File: src/rtl/gen_scheduler.sv
// rtl/gen_scheduler.sv - Game of Life generation scheduler (optional stats via GEN_STATS_EN)
module gen_scheduler #(
    parameter int LOG_MAX_SPEED       = 5,
    parameter int LOG_NUM_SEED        = 5,
    parameter int GRAPH_SAMPLE_PERIOD = 2,
    parameter int GEN_COUNT_W         = 16
) (
    input  logic                     clk_in,
    input  logic                     rst_in,
    input  logic [LOG_MAX_SPEED-1:0] speed_in,
    input  logic                     step_in,
    input  logic                     seed_en_in,
    input  logic [LOG_NUM_SEED-1:0]  seed_in,
    input  logic                     vsync_in,
    output logic                     gen_start_out,
    input  logic                     gen_done_in,
    output logic                     seed_start_out,
    output logic [LOG_NUM_SEED-1:0]  seed_id_out,
    input  logic                     seed_done_in,
    output logic                     buf_swap_out,
    output logic                     busy_out,
    output logic [GEN_COUNT_W-1:0]   gen_count_out,
    output logic                     stats_sample_out
);

    localparam int MAX_SPEED = 2 ** LOG_MAX_SPEED;

    typedef enum logic [1:0] {IDLE, SEED, GEN, SWAP_WAIT} state_t;

    state_t                   r_state;
    logic                     r_vsync;
    logic                     r_seed_en_d;
    logic                     r_seed_pend;
    logic                     r_step_pend;
    logic [LOG_NUM_SEED-1:0]  r_seed_req;
    logic [LOG_MAX_SPEED-1:0] r_frame_cnt;
    logic                     r_gen_start;
    logic                     r_seed_start;
    logic                     r_buf_swap;
    logic                     r_busy;
    logic [LOG_NUM_SEED-1:0]  r_seed_id;

    logic                     w_frame_edge;
    logic                     w_seed_rise;
    logic [LOG_MAX_SPEED:0]   w_threshold;
    logic                     w_go_seed;
    logic                     w_go_step;
    logic                     w_go_speed;
    logic                     w_go_gen;
    logic                     w_gen_done;
    logic                     w_seed_done;

    assign w_frame_edge = r_vsync & ~vsync_in;
    assign w_seed_rise  = seed_en_in & ~r_seed_en_d;
    assign w_threshold  = (LOG_MAX_SPEED+1)'(MAX_SPEED) - {1'b0, speed_in};

    // Seed beats step beats free-running speed; all only from IDLE
    assign w_go_seed  = (r_state == IDLE) && r_seed_pend;
    assign w_go_step  = (r_state == IDLE) && !r_seed_pend && (speed_in == '0) && r_step_pend;
    assign w_go_speed = (r_state == IDLE) && !r_seed_pend && (speed_in != '0)
                        && ({1'b0, r_frame_cnt} >= w_threshold);
    assign w_go_gen   = w_go_step || w_go_speed;

    // A done pulse on the start cycle belongs to no launch of ours, so it is dropped
    assign w_gen_done  = (r_state == GEN)  && gen_done_in  && !r_gen_start;
    assign w_seed_done = (r_state == SEED) && seed_done_in && !r_seed_start;

    assign gen_start_out  = r_gen_start;
    assign seed_start_out = r_seed_start;
    assign seed_id_out    = r_seed_id;
    assign buf_swap_out   = r_buf_swap;
    assign busy_out       = r_busy;

    // Edge detectors, request latches and the frame counter
    always_ff @(posedge clk_in) begin
        if (rst_in) begin
            r_vsync     <= 1'b1;
            r_seed_en_d <= 1'b0;
            r_seed_pend <= 1'b0;
            r_step_pend <= 1'b0;
            r_seed_req  <= '0;
            r_frame_cnt <= '0;
        end else begin
            r_vsync     <= vsync_in;
            r_seed_en_d <= seed_en_in;
            if (w_seed_rise) begin
                r_seed_pend <= 1'b1;
                r_seed_req  <= seed_in;
            end else if (w_go_seed) begin
                r_seed_pend <= 1'b0;
            end
            if (step_in && (speed_in == '0)) begin
                r_step_pend <= 1'b1;
            end else if (w_go_step) begin
                r_step_pend <= 1'b0;
            end
            if (w_go_seed || w_go_gen) begin
                r_frame_cnt <= '0;
            end else if (w_frame_edge && (r_frame_cnt != {LOG_MAX_SPEED{1'b1}})) begin
                r_frame_cnt <= r_frame_cnt + LOG_MAX_SPEED'(1);
            end
        end
    end

    // Scheduler FSM with registered pulse outputs
    always_ff @(posedge clk_in) begin
        if (rst_in) begin
            r_state      <= IDLE;
            r_gen_start  <= 1'b0;
            r_seed_start <= 1'b0;
            r_buf_swap   <= 1'b0;
            r_busy       <= 1'b0;
            r_seed_id    <= '0;
        end else begin
            r_gen_start  <= 1'b0;
            r_seed_start <= 1'b0;
            r_buf_swap   <= 1'b0;
            case (r_state)
                IDLE: begin
                    if (w_go_seed) begin
                        r_state      <= SEED;
                        r_seed_start <= 1'b1;
                        r_seed_id    <= r_seed_req;
                        r_busy       <= 1'b1;
                    end else if (w_go_gen) begin
                        r_state     <= GEN;
                        r_gen_start <= 1'b1;
                        r_busy      <= 1'b1;
                    end
                end
                SEED: begin
                    if (w_seed_done) r_state <= SWAP_WAIT;
                end
                GEN: begin
                    if (w_gen_done) r_state <= SWAP_WAIT;
                end
                SWAP_WAIT: begin
                    if (w_frame_edge) begin
                        r_state    <= IDLE;
                        r_buf_swap <= 1'b1;
                        r_busy     <= 1'b0;
                    end
                end
                default: begin
                    r_state <= IDLE;
                    r_busy  <= 1'b0;
                end
            endcase
        end
    end

`ifdef GEN_STATS_EN
    localparam int SAMPLE_W = (GRAPH_SAMPLE_PERIOD > 1) ? $clog2(GRAPH_SAMPLE_PERIOD) : 1;

    logic [GEN_COUNT_W-1:0] r_gen_count;
    logic [SAMPLE_W-1:0]    r_sample_cnt;
    logic                   r_stats;

    assign gen_count_out    = r_gen_count;
    assign stats_sample_out = r_stats;

    // Generation counter cleared by seed loads; sample strobe every period
    always_ff @(posedge clk_in) begin
        if (rst_in) begin
            r_gen_count  <= '0;
            r_sample_cnt <= '0;
            r_stats      <= 1'b0;
        end else begin
            r_stats <= 1'b0;
            if (w_seed_done) begin
                r_gen_count <= '0;
            end else if (w_gen_done) begin
                r_gen_count <= r_gen_count + GEN_COUNT_W'(1);
                if (r_sample_cnt == SAMPLE_W'(GRAPH_SAMPLE_PERIOD - 1)) begin
                    r_sample_cnt <= '0;
                    r_stats      <= 1'b1;
                end else begin
                    r_sample_cnt <= r_sample_cnt + SAMPLE_W'(1);
                end
            end
        end
    end
`else
    assign gen_count_out    = '0;
    assign stats_sample_out = 1'b0;
`endif

endmodule

File: config.mk
export PLATFORM = sky130hd
export DESIGN_NAME = gen_scheduler
export DESIGN_NICKNAME = d
export VERILOG_FILES = /design/src/rtl/gen_scheduler.sv
export SDC_FILE = /design/constraint.sdc
export NUM_CORES = 1
export LEC_CHECK = 0
export BUFFER_PORTS_ARGS = -buffer_cell sky130_fd_sc_hd__buf_2
export CAP_MARGIN = 10
export CORE_ASPECT_RATIO = 0.6
export CORE_MARGIN = 3
export CORE_UTILIZATION = 51
export CTS_CLUSTER_SIZE = 8
export DETAILED_ROUTE_END_ITERATION = 8
export PLACE_DENSITY = 0.82
export SLEW_MARGIN = 40
export SYNTH_ARGS = -nofsm -noshare
export SYNTH_HDL_FRONTEND = slang
export SYNTH_SLANG_ARGS = --single-unit
File: constraint.sdc
create_clock -name clk_in -period 3.1 [get_ports clk_in]
set_clock_uncertainty 0.15 [all_clocks]
set_input_delay 0.62 -clock clk_in [delete_from_list [all_inputs] [get_ports clk_in]]
set_output_delay 0.62 -clock clk_in [all_outputs]
set_load 0.005 [all_outputs]
# After elaboration in Yosys (flattened, before gate mapping)
# Index checks and enable logic that the tools add are counted.
# word_totals
register_bits,25
input_bits,17
word_cells,76
# classes
add_sub_neg,2
order_cmp,1
eq_ne,8
muxes,17
bitwise,6
n_reduce_logical,30
# ops
op,count
$logic_and 1x1->1,12
$mux 1,10
$mux 2,5
$pmux 2 s4,1
$ge 5x6->1,1
$ne 2x2->1 const B,3
$reduce_bool 2->1,3
$reduce_or 2->1,3
$sub 6x5->6 const A,1
$add 5x1->5 const B,1
$logic_not 5->1,1
$ne 5x5->1 const B,1
$reduce_bool 5->1,1
$eq 2x2->1 const B,2
$not 1->1,4
$reduce_and 4->1,1
$logic_not 1->1,3
$ne 3x3->1 const B,1
$reduce_and 3->1,1
$reduce_or 3->1,1
$and 1x1->1,2
$eq 2x1->1 const B,1
$logic_not 2->1,1
$logic_or 1x1->1,2
other kinds (2),2

# Longest topological paths before layout
# Gate-level depths: netlist (run 1).
# depth
depth_word,8
ltp_mapped,11
mapped_depth_nobuf,11

# Least setup slack after synthesis (run 1)
# OpenSTA, ideal clock, no wires.
# synth_path
kind,in2reg
startpoint,input port speed_in[0]
endpoint,register r_state[0]
setup_time_ns,0.121
t_arrival_ns,2.447
t_required_ns,2.829
setup_slack_ns,0.381
stages,11
path_buffers,0
cell_sequence,inv_1 -> ha_1 -> nor3b_1 -> ha_1 -> inv_1 -> ha_1 -> nor2_1 -> a2111oi_4 -> o21a_1 -> o21ai_2 -> mux2_4
# synth_between
elab_chain_cells,6
word_cells_on_any_way,11
# synth_rtl
item,line_no,text
start: declaration,10,"input logic [LOG_MAX_SPEED-1:0] speed_in,"
$sub 6x5->6 (tied with other cells),55,"assign w_threshold = (LOG_MAX_SPEED+1)'(MAX_SPEED) - {1'b0, speed_in};"
$ge 5x6->1 (tied with other cells),61,"&& ({1'b0, r_frame_cnt} >= w_threshold);"
"$logic_and 1x1->1, on equally long branches","61, 59",
$logic_or 1x1->1 (*),62,assign w_go_gen = w_go_step || w_go_speed;
$ne 3x3->1 (no line) (*),--,
$reduce_and 4->1 (no line) (*),--,
end signal: assignment,108,r_state <= IDLE;
end signal: assignment,121,r_state <= SEED;
end signal: assignment,126,r_state <= GEN;
end: declaration,30,state_t r_state;
# Every way passes the cells marked *; elsewhere a longest branch is shown, timed or not.
# A chain may end at the register's enable or synchronous reset.

# Final worst setup path (run 1)
# Same ends and word-level chain as after synthesis.

==> out/results.txt, run 1 <==
outcome = complete, no violations
clk root buf = clkbuf_8
gr usage total = 16.9%
Synth Register Bits = 25
Avg Cell Area, Syn = 8.90 um^2
dominant register cell in the synthesized netlist = dfxtp_1
Num CTS Buffers = 3
Residual DRC = 0
First DRT Iteration DRCs = 77
Core Area = 0.00259 mm^2
DP Area = 0.00151 mm^2
pwr dens = 498 mW/mm^2
Avg WL per Cell = 12.9 um
sequential-to-total area share from yosys stat = 34.9%
Period Utilization, post-route = 87.6%
Internal = 0.524 mW
Comb pwr share = 26.8%
CP endpoint kind = register
Pre-antenna DRT Iters = 6
Mapped Cells = 161
worst slack, placed = 0.104 ns
commonest cells in the netlist = dfxtp_1 (25), buf_4 (18), nor2_1 (18)
vias in the first global route = 991
headroom to the max-slew limit = 60.3%
CP Buf/Inv Count = 3
share of the synthesized area in the top cell type = 34.9%
Post-CTS Hold Fix Bufs = 0
Max clock buf depth = 2
top post-synthesis cells by area = dfxtp_1 (35%), ha_1 (12%), buf_4 (9.4%), mux2i_1 (5.6%), nor2_1 (4.7%)
Min Hold Slack = 0.309 ns
Fill cells = 207
Site Rows = 14
Critical Path AT = 2.73 ns
Post-synth EDFFs = 0
Cell Chain, Critical Path = buf_2, inv_1, ha_1, nor3b_1, ha_1, inv_1, ha_1, nor2_1, a2111oi_4, o21a_1, o21ai_2, mux2_4
most used cell, CP = ha_1
Crit Path Max Fanout = 4
Worst EP required = 3.11 ns
final net count = 216
ANT cells = 0
switching part of the total = 32.3%
unrepaired setup endpoints after global routing = no
post-route cell area = 0.00156 mm^2
Slowest cell on crit path = a2111oi_4
Area Growth Syn to Fin = 8.56%
Worst-Skew Late Latency = 0.28 ns
GPL Wtd Cong = 0.827
peak per-stage delay on the critical path = 0.35 ns
CTS sink cnt = 25
first-pass GRT wire length = 4400 um
Die Wd = 74.4 um
Leak = 0.746 nW
via density per instance = 5.13
Initial Utilization = 55.3%
Final Total Pwr = 0.774 mW
cell family with most CP delay = adder cells
H-tree depth = 1
routed wire length = 2790 um
HPWL after detailed placement = 2220 um
num ports = 43
Psw = 0.250 mW
share of layout cells above drive strength 1 = 19.6%
die area = 0.00350 mm^2
Setup crit start kind = primary input
max frequency = 368 MHz
worst slew pin tran = 0.594 ns
leading area contributor after synthesis = dfxtp_1
Max-Cap Viols = 0
grt ovf = 0
ys async rst share = 0%
vias = 1,107
Yosys cell types = 34
min setup slack post-route = 0.383 ns
Die Ht = 47.1 um
PortBufs = 25
Final setup violation count = 0
critical path class = primary input to register
Reg power frac = 47.4%
clock power share = 25.8%
Final min period = 2.72 ns
PostCTS Resize Cnt = 0
final hold vios = 0
count leader, synth = dfxtp_1
initial antenna violation count = 0
HP Class = register to register
post-CTS setup buffer count = 0
Slew Viols, Final = 0
clk slew on worst S/H paths = 0.08 ns
setup TNS = 0 ns
yosys warns = 0
Max VDD drop = 0.233 mV
pin count of the biggest net entering global routing = 22
CTS tree = done
antenna-violating nets left = 0
Synth Cell Area = 0.00143 mm^2
## worst paths after layout
check | startpoint | end | slack, ns | cells past startpoint
worst min-delay path | seed_id_out[2] | seed_id_out[2] | 0.31 | 2
worst min register to register | seed_id_out[2] | seed_id_out[2] | 0.31 | 2
worst max register to register | r_state[0] | r_state[0] | 0.92 | 7
worst max-delay path | speed_in[0] | r_state[0] | 0.38 | 12
## layout make-up
type | instances | area [um^2] | share of cell area [%]
clock inverter | 1 | 7.51 | 0.483
multi-input combinational | 120 | 803 | 51.6
timing repair buffer | 25 | 125 | 8.05
inverter | 10 | 37.5 | 2.41
sequential | 25 | 500 | 32.2
clock buffer | 3 | 41.3 | 2.65
tap | 32 | 40.0 | 2.57
## flip-flops by register name, summed over array words and instances, names as in the netlist
register	cells
r_seed_req	5
gen_start_out	1
r_state	2
seed_id_out	5
r_seed_pend	1
r_vsync	1
seed_start_out	1
busy_out	1
r_seed_en_d	1
buf_swap_out	1
r_frame_cnt	5
r_step_pend	1
## layout by cell type (no fill, tap or decap)
master	count
dfxtp_1	25
buf_2	25
nor2_1	18
conb_1	17
ha_1	14
nand2_1	12
inv_1	10
a21oi_1	9
mux2i_1	8
nand3_1	6
xor2_1	4
nand2b_1	4
o211ai_1	3
nor2b_1	3
clkbuf_8	3
nor3b_1	2
nor3_1	2
a211oi_1	2
o21ai_2	2
and3_1	1
nor4_2	1
nand2b_2	1
a2111oi_4	1
or2_2	1
a22oi_1	1
a222oi_1	1
o21a_1	1
nand3b_1	1
o21ai_0	1
a31o_1	1
xnor2_1	1
mux2_4	1
nand4_1	1
clkinvlp_4	1
## through the flow
stage               utilization (%)  std cells
floorplan                         -        177
global placement               58.1        212
detailed placement             58.1        212
CTS                            60.0        216
global route                   60.0        216
finish                         60.0        216
## metal layers
metal,vias to the layer above,track usage [%],share of wire [%]
met5,-,0,0
met4,0,5.32,1.3
met3,4,3.42,7.1
met2,46,28.6,44
met1,500,22.0,47
li1,557,-,-
## worst min-delay path, delay by kind of cell, from the launching register on
family           cells  cell delay [ns]
flip-flops           1             0.32
AND/OR/NAND/NOR      1             0.05
AO/OA/AOI/OAI        1             0.05
## power by group through the flow
stage	clock network (mW)	logic (mW)	registers, mW
after floorplan	0	0.174	0.367
after global placement	0	0.194	0.372
after detailed placement	0	0.204	0.373
after CTS	0.203	0.205	0.366
after global routing	0.218	0.234	0.369
final	0.200	0.208	0.367
## cells by family (layout without fill, tap and decap cells)
group / after synthesis / in the layout / synth area share [%]
AOI/OAI and AO/OA: 22 / 22 / 11.6
adders and majority gates: 14 / 14 / 12.2
and+or+nand+nor: 53 / 53 / 18.1
other: 1 / 17 / 0.262
xor gates and xnor gates: 5 / 5 / 3.06
DFF: 25 / 25 / 34.9
buffers and inverters: 32 / 39 / 13.2
muxes: 9 / 9 / 6.64
No activity file was read; power rests on OpenSTA's default activity.
==> run 2: changes to the inputs <==
--- a/config.mk
+++ b/config.mk
@@ -9,10 +9,9 @@
 export CAP_MARGIN = 10
 export CORE_ASPECT_RATIO = 0.6
 export CORE_MARGIN = 3
-export CORE_UTILIZATION = 51
-export CTS_CLUSTER_SIZE = 8
+export CORE_UTILIZATION = 30
 export DETAILED_ROUTE_END_ITERATION = 8
-export PLACE_DENSITY = 0.82
+export PLACE_DENSITY = 0.54
 export SLEW_MARGIN = 40
 export SYNTH_ARGS = -nofsm -noshare
 export SYNTH_HDL_FRONTEND = slang
==> run 2 against run 1 <==
Against the previous run: register-to-register slack barely moved; first-iteration DRC count down 53%; critical path depth unchanged; via count shrank 6.9%; wire length is 0.36% higher; clock power shrank 4%; sequential share of layout area fell by 0.63 points; power decreased by 1.3%; die area is 62% higher; maximum frequency rose by 0.73%.
==> out/results.txt, run 2 (synthesis results as in run 1) <==
outcome = complete, no violations
most used cell, CP = ha_1
Fill cells = 470 (+130%)
Cell Chain, Critical Path = buf_2, inv_1, ha_1, nor3b_1, ha_1, inv_1, ha_1, nor2_1, a2111oi_4, o21a_1, o21ai_2, mux2_4
Max-Cap Viols = 0 (unchanged)
Initial Utilization = 33.0% (-22 points)
Core Area = 0.00435 mm^2 (+68%)
Leak = 0.747 nW (+0.14%)
antenna-violating nets left = 0 (unchanged)
headroom to the max-slew limit = 58.2% (-2.1 points)
Slowest cell on crit path = a2111oi_4
setup TNS = 0 ns (unchanged)
Residual DRC = 0 (unchanged)
pin count of the biggest net entering global routing = 22 (unchanged)
min setup slack post-route = 0.403 ns (+0.0197 ns)
Max VDD drop = 0.165 mV (-29%)
Multi-input gate area = 803 um^2 (unchanged)
Site Rows = 18 (+4)
Pre-antenna DRT Iters = 4 (-2)
pwr dens = 482 mW/mm^2 (-3.2%)
PostCTS Resize Cnt = 0 (unchanged)
CTS sink cnt = 25 (unchanged)
Period Utilization, post-route = 87.0% (-0.63 points)
final net count = 216 (unchanged)
Area Growth Syn to Fin = 10.7%
gr usage total = 10.7% (-6.1 points)
Worst EP required = 3.11 ns (about the same)
Final min period = 2.70 ns (-0.0197 ns)
register area = 500 um^2 (unchanged)
CP endpoint kind = register
ANT cells = 0 (unchanged)
grt ovf = 0 (unchanged)
via density per instance = 4.23 (-18%)
Slew Viols, Final = 0 (unchanged)
final hold vios = 0 (unchanged)
worst slew pin tran = 0.626 ns (+0.0316 ns)
HP Class = register to register
Critical Path AT = 2.71 ns (-0.02 ns)
CP Buf/Inv Count = 3 (unchanged)
cell family with most CP delay = adder cells
Avg WL per Cell = 11.5 um (-11%)
post-CTS setup buffer count = 0 (unchanged)
Setup crit start kind = primary input
Final setup violation count = 0 (unchanged)
Worst R2R Setup Slack = 0.93 ns (about the same)
GPL Wtd Cong = 0.721 (-13%)
vias = 1,031 (-6.9%)
PortBufs = 25 (unchanged)
Worst-Skew Late Latency = 0.27 ns (about the same)
initial antenna violation count = 0 (unchanged)
CTS tree = done
clk root buf = clkbuf_8
peak per-stage delay on the critical path = 0.39 ns (+0.04 ns)
clk slew on worst S/H paths = 0.09 ns (about the same)
Max clock buf depth = 2 (unchanged)
Crit Path Max Fanout = 4 (unchanged)
max frequency = 371 MHz (+0.73%)
most frequent cells in the layout = dfxtp_1 (25), buf_2 (25), nor2_1 (18), conb_1 (17), ha_1 (14)
Die Ht = 59.5 um (+27%)
worst slack, placed = 0.124 ns (+0.0203 ns)
unrepaired setup endpoints after global routing = no
vias in the first global route = 947 (-4.4%)
die area = 0.00567 mm^2 (+62%)
Num CTS Buffers = 3 (unchanged)
Post-CTS Hold Fix Bufs = 0 (unchanged)
num ports = 43 (unchanged)
critical path class = primary input to register
First DRT Iteration DRCs = 36 (-53%)
first-pass GRT wire length = 4690 um (+6.6%)
Die Wd = 95.2 um (+28%)
share of layout cells above drive strength 1 = 19.0% (-0.54 points)
HPWL after detailed placement = 2250 um (+1.5%)
H-tree depth = 1 (unchanged)
routed wire length = 2800 um (+0.36%)
run 2: final timing paths:
check / from / end / cells past startpoint
min reg2reg: seed_id_out[1] / seed_id_out[1] / 2
max: speed_in[0] / r_state[0] / 12
min: seed_id_out[1] / seed_id_out[1] / 2
max reg2reg: r_state[0] / r_state[0] / 7
run 2: metal layers:
layer / routed length (um) / GRT usage [%]
met1: 1660 / 17.6
met2: 1000 / 13.0
met3: 135 / 3.68
met4: 0 / 1.23
met5: 0 / 0
run 2: tightest hold or removal path: stages (launching register included):
cell     delay, ns
dfxtp_1       0.31
nand2_1       0.05
a21oi_1       0.05
run 2: final cells by class:
| cell class | count | share of cell area [%] |
|---|---|---|
| Clock buffer | 4 | 2.84 |
| Inverter | 10 | 2.37 |
| Timing Repair Buffer | 25 | 7.89 |
| Sequential cell | 25 | 31.5 |
| Multi-Input combinational cell | 120 | 50.6 |
| Tap cell | 60 | 4.73 |
run 2: power by group:
part / switching [mW] / leakage (nW) / total, mW / internal (mW)
sequential: 0.0196 / 0.204 / 0.365 / 0.345
combinational: 0.119 / 0.520 / 0.206 / 0.0871
clock: 0.101 / 0.0228 / 0.193 / 0.0919
run 2: through the flow:
step                      cells  power, mW  hold slack [ns]  area [um^2]  util (%)
after floorplan             177      0.541            0.293         1490         -
after global placement      240      0.577            0.293         1540      35.5
after detailed placement    240      0.577            0.295         1540      35.5
after CTS                   244      0.770            0.307         1590      36.5
after global routing        244      0.818            0.329         1590      36.5
final                       244      0.764            0.305         1590      36.5
